--- src/rtl/tdm_pkg.sv ---
// Shared types and constants for the 1:4 TDM demultiplexer.
// Latency: n/a (declarations only).
// Backpressure: n/a.
package tdm_pkg;
    localparam int NUM_SLOTS = 4;
    localparam int SLOT_W    = 2;
    localparam int CNT_W     = 3;  // good-sync counter, holds LOCK_FRAMES up to 7

    typedef logic [SLOT_W-1:0] slot_t;

    typedef enum logic [1:0] {
        HUNT    = 2'd0,
        ACQUIRE = 2'd1,
        LOCKED  = 2'd2
    } state_t;

    localparam slot_t LAST_SLOT = slot_t'(NUM_SLOTS - 1);

    // Slot counter step; the 2-bit width gives the 3 -> 0 wrap for free.
    function automatic slot_t slot_next(input slot_t s);
        return s + slot_t'(1);
    endfunction
endpackage

--- src/rtl/tdm_demux1x4_if.sv ---
// Serial TDM input strobe plus demultiplexed frame and status outputs.
// Latency: n/a (wires only).
// Backpressure: none; the source strobes en, the demux always accepts.
interface tdm_demux1x4_if;
    import tdm_pkg::*;

    logic                 en;
    logic                 din;
    logic                 sync;
    logic [NUM_SLOTS-1:0] Y;
    logic                 frame_valid;
    logic                 locked;
    logic                 sync_err;

    modport master (
        output en, din, sync,
        input  Y, frame_valid, locked, sync_err
    );

    modport slave (
        input  en, din, sync,
        output Y, frame_valid, locked, sync_err
    );
endinterface

--- src/rtl/tdm_sync_fsm.sv ---
// Frame-sync tracker: hunts for the marker, qualifies LOCK_FRAMES good syncs, flags violations.
// Latency: state, locked and sync_err change on the edge that samples the strobe.
// Backpressure: none; en=0 freezes all state, sync_err is a one-cycle pulse.
module tdm_sync_fsm
    import tdm_pkg::*;
#(
    parameter int LOCK_FRAMES = 2
) (
    input  logic   clk,
    input  logic   rst_n,
    input  logic   en,
    input  logic   sync,
    input  slot_t  slot,
    output state_t state,
    output logic   locked,
    output logic   sync_err,
    output logic   frame_start,
    output logic   frame_drop
);
    localparam logic [CNT_W-1:0] LOCK_CNT = CNT_W'(LOCK_FRAMES);

    logic [CNT_W-1:0] good_cnt;
    logic             at_slot0;

    assign at_slot0 = (slot == '0);

    // Every accepted sync restarts a frame at slot 0, whether expected or misplaced.
    assign frame_start = en && sync;

    // A missing sync at slot 0 while tracking throws away the partial frame.
    assign frame_drop = en && !sync && at_slot0 && (state != HUNT);

    // Lock state machine with registered lock flag and error pulse.
    always_ff @(posedge clk or negedge rst_n) begin
        if (!rst_n) begin
            state    <= HUNT;
            good_cnt <= '0;
            locked   <= 1'b0;
            sync_err <= 1'b0;
        end else begin
            sync_err <= 1'b0;
            if (en) begin
                case (state)
                    HUNT: begin
                        if (sync) begin
                            good_cnt <= CNT_W'(1);
                            if (LOCK_CNT == CNT_W'(1)) begin
                                state  <= LOCKED;
                                locked <= 1'b1;
                            end else begin
                                state  <= ACQUIRE;
                            end
                        end
                    end
                    default: begin
                        if (sync && !at_slot0) begin
                            // Misplaced marker: believe the new position, start counting again.
                            sync_err <= 1'b1;
                            good_cnt <= CNT_W'(1);
                            state    <= ACQUIRE;
                            locked   <= 1'b0;
                        end else if (sync) begin
                            if (good_cnt < LOCK_CNT) begin
                                good_cnt <= good_cnt + CNT_W'(1);
                            end
                            if (good_cnt >= LOCK_CNT - CNT_W'(1)) begin
                                state  <= LOCKED;
                                locked <= 1'b1;
                            end
                        end else if (at_slot0) begin
                            // Expected marker absent: alignment lost.
                            sync_err <= 1'b1;
                            good_cnt <= '0;
                            state    <= HUNT;
                            locked   <= 1'b0;
                        end
                    end
                endcase
            end
        end
    end
endmodule

--- src/rtl/tdm_demux1x4.sv ---
// 1:4 TDM demultiplexer: collects four strobed serial bits into a frame and presents it on Y.
// Latency: Y and frame_valid update 1 clock after the slot-3 strobe of a locked frame.
// Backpressure: none; en=0 freezes all state, frame_valid is a one-cycle pulse.
module tdm_demux1x4
    import tdm_pkg::*;
#(
    parameter int LOCK_FRAMES = 2
) (
    input  logic           clk,
    input  logic           rst_n,
    tdm_demux1x4_if.slave  bus
);
    state_t               state;
    logic                 frame_start;
    logic                 frame_drop;
    slot_t                slot;
    logic [NUM_SLOTS-1:0] buf_q;
    logic [NUM_SLOTS-1:0] y_q;
    logic                 frame_valid_q;

    tdm_sync_fsm #(
        .LOCK_FRAMES (LOCK_FRAMES)
    ) u_sync_fsm (
        .clk         (clk),
        .rst_n       (rst_n),
        .en          (bus.en),
        .sync        (bus.sync),
        .slot        (slot),
        .state       (state),
        .locked      (bus.locked),
        .sync_err    (bus.sync_err),
        .frame_start (frame_start),
        .frame_drop  (frame_drop)
    );

    assign bus.Y           = y_q;
    assign bus.frame_valid = frame_valid_q;

    // Slot counter, frame buffer and output frame register.
    always_ff @(posedge clk or negedge rst_n) begin
        if (!rst_n) begin
            slot          <= '0;
            buf_q         <= '0;
            y_q           <= '0;
            frame_valid_q <= 1'b0;
        end else begin
            frame_valid_q <= 1'b0;
            if (frame_drop) begin
                slot  <= '0;
                buf_q <= '0;
            end else if (frame_start) begin
                buf_q[0] <= bus.din;
                slot     <= slot_t'(1);
            end else if (bus.en && (state != HUNT)) begin
                buf_q[slot] <= bus.din;
                slot        <= slot_next(slot);
                // Slot 3 completes the frame; only a locked stream is trusted enough to emit.
                if ((state == LOCKED) && (slot == LAST_SLOT)) begin
                    y_q           <= {bus.din, buf_q[NUM_SLOTS-2:0]};
                    frame_valid_q <= 1'b1;
                end
            end
        end
    end
endmodule

--- src/flat_wrapper.sv ---
// flat-port wrapper written by rule: the top's interface ports become plain ports
module tdm_demux1x4_flat import tdm_pkg::*;
#(
    parameter int LOCK_FRAMES = 2
)
  (clk, rst_n, bus_en, bus_din, bus_sync, bus_Y, bus_frame_valid, bus_locked, bus_sync_err);
  tdm_demux1x4_if bus_i ();
  input  logic clk;
  input  logic rst_n;
  input wire logic [$bits(bus_i.en)-1:0] bus_en;
  input wire logic [$bits(bus_i.din)-1:0] bus_din;
  input wire logic [$bits(bus_i.sync)-1:0] bus_sync;
  output wire logic [$bits(bus_i.Y)-1:0] bus_Y;
  output wire logic [$bits(bus_i.frame_valid)-1:0] bus_frame_valid;
  output wire logic [$bits(bus_i.locked)-1:0] bus_locked;
  output wire logic [$bits(bus_i.sync_err)-1:0] bus_sync_err;
  assign bus_i.en = bus_en;
  assign bus_i.din = bus_din;
  assign bus_i.sync = bus_sync;
  assign bus_Y = bus_i.Y;
  assign bus_frame_valid = bus_i.frame_valid;
  assign bus_locked = bus_i.locked;
  assign bus_sync_err = bus_i.sync_err;
  tdm_demux1x4 #(.LOCK_FRAMES(LOCK_FRAMES)) u_core (.clk(clk), .rst_n(rst_n), .bus(bus_i));
endmodule
--- config.mk ---
export PLATFORM = sky130hd
export DESIGN_NAME = tdm_demux1x4_flat
export DESIGN_NICKNAME = d
export VERILOG_FILES = /design/src/rtl/tdm_pkg.sv /design/src/rtl/tdm_demux1x4_if.sv /design/src/rtl/tdm_sync_fsm.sv /design/src/rtl/tdm_demux1x4.sv /design/src/flat_wrapper.sv
export SDC_FILE = /design/constraint.sdc
export NUM_CORES = 1
export LEC_CHECK = 0
export BUFFER_PORTS_ARGS = -buffer_cell sky130_fd_sc_hd__buf_2
export CORE_MARGIN = 1
export CORE_UTILIZATION = 49
export DETAILED_ROUTE_END_ITERATION = 10
export PLACE_DENSITY = 0.74
export SYNTH_ARGS = -nofsm -noshare
export SYNTH_HDL_FRONTEND = slang
export SYNTH_SLANG_ARGS = --single-unit
--- constraint.sdc ---
create_clock -name clk -period 1.9 [get_ports clk]
set_input_delay 0.095 -clock clk [delete_from_list [all_inputs] [get_ports clk]]
set_output_delay 0.095 -clock clk [all_outputs]
set_load 0.005 [all_outputs]
==> results of run 1 <==
[worst min path at each step]
| stage | from | end | depth (start not counted) |
|---|---|---|---|
| 2_1_floorplan | rst_n | u_core.buf_q[0] | 0 |
| 3_3_place_gp | rst_n | u_core.u_sync_fsm.good_cnt[1] | 1 |
| 3_5_place_dp | rst_n | u_core.u_sync_fsm.good_cnt[1] | 1 |
| 4_1_cts | bus_din | u_core.bus.Y[3] | 2 |
| 5_1_grt | bus_din | u_core.bus.Y[3] | 2 |
| 6_report | bus_din | u_core.bus.Y[3] | 2 |
[what timing repair did]
item	in CTS	in global routing
hold endpoints to repair	17	0
buffers inserted	0	1
hold buffers	1	0
gates resized for setup	0	2
setup endpoints to repair	0	1
[routing by layer]
metal | part of all wire (%) | vias up | wire length [um]
li1 | - | 355 | -
met1 | 45 | 351 | 832
met2 | 50 | 16 | 914
met3 | 4.4 | 2 | 80
met4 | 0.49 | 0 | 9
met5 | 0 | - | 0
[cells in the mapped netlist]
cell type / count / area [sq um]
dfrtp_1: 17 / 425
ha_1: 9 / 113
inv_1: 8 / 30.0
o21ai_0: 8 / 40.0
nand2_1: 7 / 26.3
nor2_1: 6 / 22.5
mux2_2: 5 / 56.3
a21oi_1: 4 / 20.0
a22o_1: 3 / 26.3
nor3_1: 2 / 10.0
o22ai_1: 2 / 12.5
a21boi_4: 1 / 18.8
a311oi_2: 1 / 15.0
a31oi_1: 1 / 6.26
a32o_1: 1 / 10.0
a32o_2: 1 / 11.3
a41o_1: 1 / 10.0
and2b_1: 1 / 7.51
and3_1: 1 / 6.26
and3_2: 1 / 7.51
and4_1: 1 / 8.76
buf_6: 1 / 11.3
nand3_2: 1 / 10.0
nor3b_1: 1 / 7.51
o21a_1: 1 / 7.51
o22a_1: 1 / 8.76
or2_1: 1 / 6.26
[final cells by class]
cell class	instances	area, sq um
fillers	155	669
multi-input cells	61	470
flip-flops and latches	17	425
repair buffers	18	110
well taps	25	31.3
inverters	8	30.0
clock buffers	3	22.5
clock inverters	1	5.00
[logic make-up after synthesis]
family	synth area share, %
AO/OA/AOI/OAI	19.9
adder cells (fa/ha/maj)	12.0
buffers and inverters	4.42
flip-flops	45.5
multiplexers	6.02
AND/OR/NAND/NOR	12.1
[registers in the layout, indices dropped and copies added (netlist names)]
name / count
u_core.buf_q: 3
u_core.bus.Y: 4
u_core.bus.frame_valid: 1
u_core.slot: 2
u_core.u_sync_fsm.good_cnt: 3
u_core.u_sync_fsm.locked: 1
u_core.u_sync_fsm.state: 2
u_core.u_sync_fsm.sync_err: 1
[power groups by stage]
stage,sequential [W],clock (W),combinational [W]
global route,0.000599,0.000206,0.000808
global placement,0.000573,0,0.000677
detailed placement,0.000585,0,0.000704
floorplan,0.000578,0,0.000474
CTS,0.000577,0.000193,0.000711
finish,0.000578,0.000183,0.000732
[through the flow]
stage	power, W	hold WS (ns)	instance area (sq um)
2_1_floorplan	0.00105	-0.201	935
3_3_place_gp	0.00125	0.0334	1050
3_5_place_dp	0.00129	0.0335	1050
4_1_cts	0.00148	0.0828	1080
5_1_grt	0.00161	0.0779	1090
6_report	0.00149	0.0862	1090
==> metrics.txt, run 1 <==
status=finished clean; post-route ant nets=0; Setup Skew=0.00600 ns; Reg-to-Reg Start=u_core.slot[1]; Final Wtd Congestion=0.813; num rows=15; Critical Path Max Stage Delay=0.39 ns; Worst setup SP type=register; gr busiest metal=met2; Net Count, Synth=101; Total GRT Usage=20.4%; CTS sink cnt=17; Pins Over Slew Limit=0; r2r setup slk=0.08 ns; Pwr per Cell Area=1360 mW/mm^2; Buffers on Ports=11; met1 Usage GRT=23.4%; Flop pwr share=38.7%; sequential share of the synthesized area=45.5%; Die H=45.7 um; met2 usage=36.6%; Peak Freq=551 MHz; Critical Path, Cell by Cell=inv_1 > ha_2 > inv_1 > ha_1 > and2b_1 > a21boi_4 > o21ai_1 > mux2_2; largest net degree at the start of global routing=18; Post-Syn Instances=87; Worst Hold Class=in -> reg; CTS buffer count=3; clock buffer depth=2; Psw=0.000583 W; Pint=0.000910 W; max_cap viols=0; met3 usage=6.75%; Avg Vias per Cell=5.44; Sw Share=39.1%; setup slack after layout=0.0846 ns; leading cell type in the layout, fill and taps excluded=dfrtp_1; Ant. Diodes=0; Ports=12; Die Wd=45.7 um; share of cells above drive strength 1=29.6%; clock share of power=12.2%; critical path required time=2.07 ns; setup violators final=0; Crit. path cell count=8; core box area=0.00176 sq mm; crit-path max FO=5; CTS tree=done; DR DRC count=0; H-tree level count=1; cell mode on critical path=inv_1; Worst R2R End=u_core.u_sync_fsm.good_cnt[0]; total negative setup slack=0 ns; synth unique cells=27; Mapped Area=935 sq um; combinational power share=49.0%; post-route insts no fill=133; critical path endpoint category=register; worst-skew pair later-pin latency=0.28 ns; Placed Cells=127; layout overhead on the synthesized area=17.1%; Setup crit end=u_core.u_sync_fsm.good_cnt[0]; commonest cells after routing, fill and taps aside=dfrtp_1 (17), buf_2 (11), inv_1 (8), ha_1 (8); TritonRoute pass-1 iters=4; Period Utilization, post-route=95.5%; nets=123; Routed WL per cell=13.8 um; leakage=0.571 nW; root buf cell=clkbuf_4; buffers plus inverters on the worst setup path=2; VDD IR-drop max=0.926 mV; Fin. Hold Viols=0; family with the most delay on the worst path=flip-flops; Initial Utilization=53.0%; initial antenna violation count=0; Slew Limit Headroom=71.9%; dpl ws=0.0787 ns; Avg Inst Size Synth=10.7 sq um; Least-Margin Pin Slew=0.418 ns; synthesis-stage register bit count=17; minimum clock period=1.82 ns; Crit Path Class=reg -> reg; vias in the first global route=703; final WL=1840 um; crit path from=u_core.slot[1]; Final Util=62.1%; Post-DP HPWL=1390 um; Worst-path clk slew=0.09 ns; Iter 0 DRT Violations=12; global-route wire length before repair=2990 um; die area=0.00209 sq mm; crit path max-delay cell type=dfrtp_1; GRT overflow=0; via count=724; synth warn=0; Register-to-Register Path Depth=8; Crit path arrival time=1.99 ns
Note: power is estimated with default switching activity, not from simulation.
==> run 2: changes to the inputs <==
REMOVE_ABC_BUFFERS = 1   (was unset)
==> run 2 against run 1 <==
Effect of this change: count of clock-buffer cells in the layout rose by 1; clock power rose by 3%; sequential cell count did not move; non-clock buffer count rose by 3; largest cell class unchanged.
==> metrics.txt, run 2 (synthesis results as in run 1) <==
status=finished clean (unchanged); Psw=0.000568 W (was 0.000583 W); setup violators final=0 (unchanged); Cell Area, Placed=0.00105 sq mm (about the same); Pins Over Slew Limit=0 (unchanged); Worst Hold Class=in -> reg (unchanged); root buf cell=clkbuf_4 (unchanged); CTS tree=done (unchanged); Sw Share=37.9% (was 39.1%); core box area=0.00176 sq mm (unchanged); layout overhead on the synthesized area=19.4% (was 17.1%); clock share of power=12.6% (was 12.2%); Worst-path clk slew=0.09 ns (about the same); commonest cells after routing, fill and taps aside=dfrtp_1 (17), buf_2 (11), buf_4 (9) (was dfrtp_1 (17), buf_2 (11), inv_1 (8), ha_1 (8)); H-tree level count=1 (unchanged); Final Wtd Congestion=0.803 (was 0.813); worst-skew pair later-pin latency=0.28 ns (about the same); num rows=15 (unchanged); Least-Margin Pin Slew=0.400 ns (was 0.418 ns); total negative setup slack=0 ns (unchanged); leading cell type in the layout, fill and taps excluded=dfrtp_1 (unchanged); nets=126 (was 123); Flop pwr share=38.0% (was 38.7%); Fin. Hold Viols=0 (unchanged); share of cells above drive strength 1=31.5% (was 29.6%); Crit path arrival time=2.00 ns (was 1.99 ns); vias in the first global route=655 (was 703); clock buffer depth=2 (unchanged); Worst setup SP type=register (unchanged); TritonRoute pass-1 iters=4 (unchanged); Die Wd=45.7 um (unchanged); initial antenna violation count=0 (unchanged); leakage=0.582 nW (was 0.571 nW); CTS buffer count=3 (unchanged); max_cap viols=0 (unchanged); largest net degree at the start of global routing=18 (unchanged); Period Utilization, post-route=95.6% (was 95.5%); Iter 0 DRT Violations=27 (was 12); Slew Limit Headroom=73.0% (was 71.9%); Ports=12 (unchanged); critical path endpoint category=register (unchanged); Buffers on Ports=11 (unchanged); Final Util=63.3% (was 62.1%); Initial Utilization=53.0% (unchanged); CTS sink cnt=17 (unchanged); Crit Path Class=reg -> reg (unchanged); gr busiest metal=met2 (unchanged); die area=0.00209 sq mm (unchanged); combinational power share=49.4% (was 49.0%); met1 Usage GRT=25.7% (was 23.4%); global-route wire length before repair=2720 um (was 2990 um); met2 usage=27.7% (was 36.6%); Die H=45.7 um (unchanged); Avg Vias per Cell=5.32 (was 5.44); Post-DP HPWL=1250 um (was 1390 um); minimum clock period=1.82 ns (about the same); VDD IR-drop max=0.852 mV (was 0.926 mV); via count=723 (was 724); Setup Skew=0.00143 ns (was 0.00600 ns); Pwr per Cell Area=1340 mW/mm^2 (was 1360 mW/mm^2); Ant. Diodes=0 (unchanged); Total GRT Usage=18.3% (was 20.4%); hold slack=0.0762 ns (was 0.0862 ns); final WL=1690 um (was 1840 um); met3 usage=2.78% (was 6.75%); crit-path max FO=5 (unchanged); max reg flops=4 (unchanged); GRT overflow=0 (unchanged); critical path required time=2.08 ns (was 2.07 ns); final total power=0.00150 W (was 0.00149 W); Peak Freq=550 MHz (was 551 MHz); post-route ant nets=0 (unchanged); Pint=0.000932 W (was 0.000910 W); Routed WL per cell=12.4 um (was 13.8 um); design area=0.00112 sq mm (was 0.00109 sq mm); DR DRC count=0 (unchanged)
-- run 2: cell types whose count changed in the layout (fill, tap and decap cells not counted) --
cell | previous run | this run
inv_2 | 0 | 1
clkbuf_1 | 0 | 1
buf_4 | 6 | 9
inv_1 | 8 | 7
clkinv_2 | 1 | 0
-- run 2: path summary, 6_finish.rpt --
kind                                                from                            end  slack (ns)  cells after the start
worst max-delay path                      u_core.slot[0]  u_core.u_sync_fsm.good_cnt[2]        0.08                      9
worst min-delay path                             bus_din                u_core.bus.Y[3]        0.08                      2
worst max register to register            u_core.slot[0]  u_core.u_sync_fsm.good_cnt[2]        0.08                      9
worst min register to register  u_core.u_sync_fsm.locked       u_core.u_sync_fsm.locked        0.49                      1
max in group asynchronous                          rst_n                u_core.buf_q[2]        1.38                      2
min in group asynchronous                          rst_n  u_core.u_sync_fsm.good_cnt[1]        0.25                      2
-- run 2: worst max-delay path, cell delays in order, from the launching register on --
cell	delay [ns]
dfrtp_1	0.36
inv_1	0.06
ha_2	0.21
inv_2	0.06
ha_1	0.12
and2b_1	0.18
a21boi_4	0.15
buf_4	0.14
a22o_1	0.17
a32o_2	0.25
-- run 2: repair_timing --
action | in CTS | in global routing
gates resized for setup | 0 | 3
hold buffers | 1 | 0
setup buffers | 0 | 3
endpoints found under the setup margin | 0 | 3
endpoints found under the hold margin | 17 | 0
-- run 2: power groups by stage --
| stage | Clock [W] | Combinational [W] | Sequential (W) |
|---|---|---|---|
| final | 0.000188 | 0.000742 | 0.000570 |
| after global routing | 0.000213 | 0.000844 | 0.000587 |
| after CTS | 0.000194 | 0.000702 | 0.000570 |
| after global placement | 0 | 0.000682 | 0.000572 |
| after detailed placement | 0 | 0.000697 | 0.000577 |
| after floorplan | 0 | 0.000446 | 0.000578 |
-- run 2: final cells by class --
type	count	area, sq um
Clock buffer	4	26.3
Fill cell	152	648
Inverter	8	30.0
Multi-Input combinational cell	61	470
Sequential cell	17	425
Tap cell	25	31.3
Timing Repair Buffer	21	133
-- run 2: routing by layer --
| layer | part of all wire (%) | wire length (um) | up-vias |
|---|---|---|---|
| li1 | - | - | 364 |
| met1 | 49 | 822 | 338 |
| met2 | 47 | 796 | 19 |
| met3 | 3.4 | 58 | 2 |
| met4 | 0.95 | 16 | 0 |
| met5 | 0 | 0 | - |
-- run 2: per-stage QoR --
stage | std cells | worst slack (ns)
after floorplan | 86 | 0.0406
after global placement | 128 | 0.118
after detailed placement | 128 | 0.0579
after CTS | 133 | 0.0459
after global routing | 136 | -0.0110
final | 136 | 0.0831
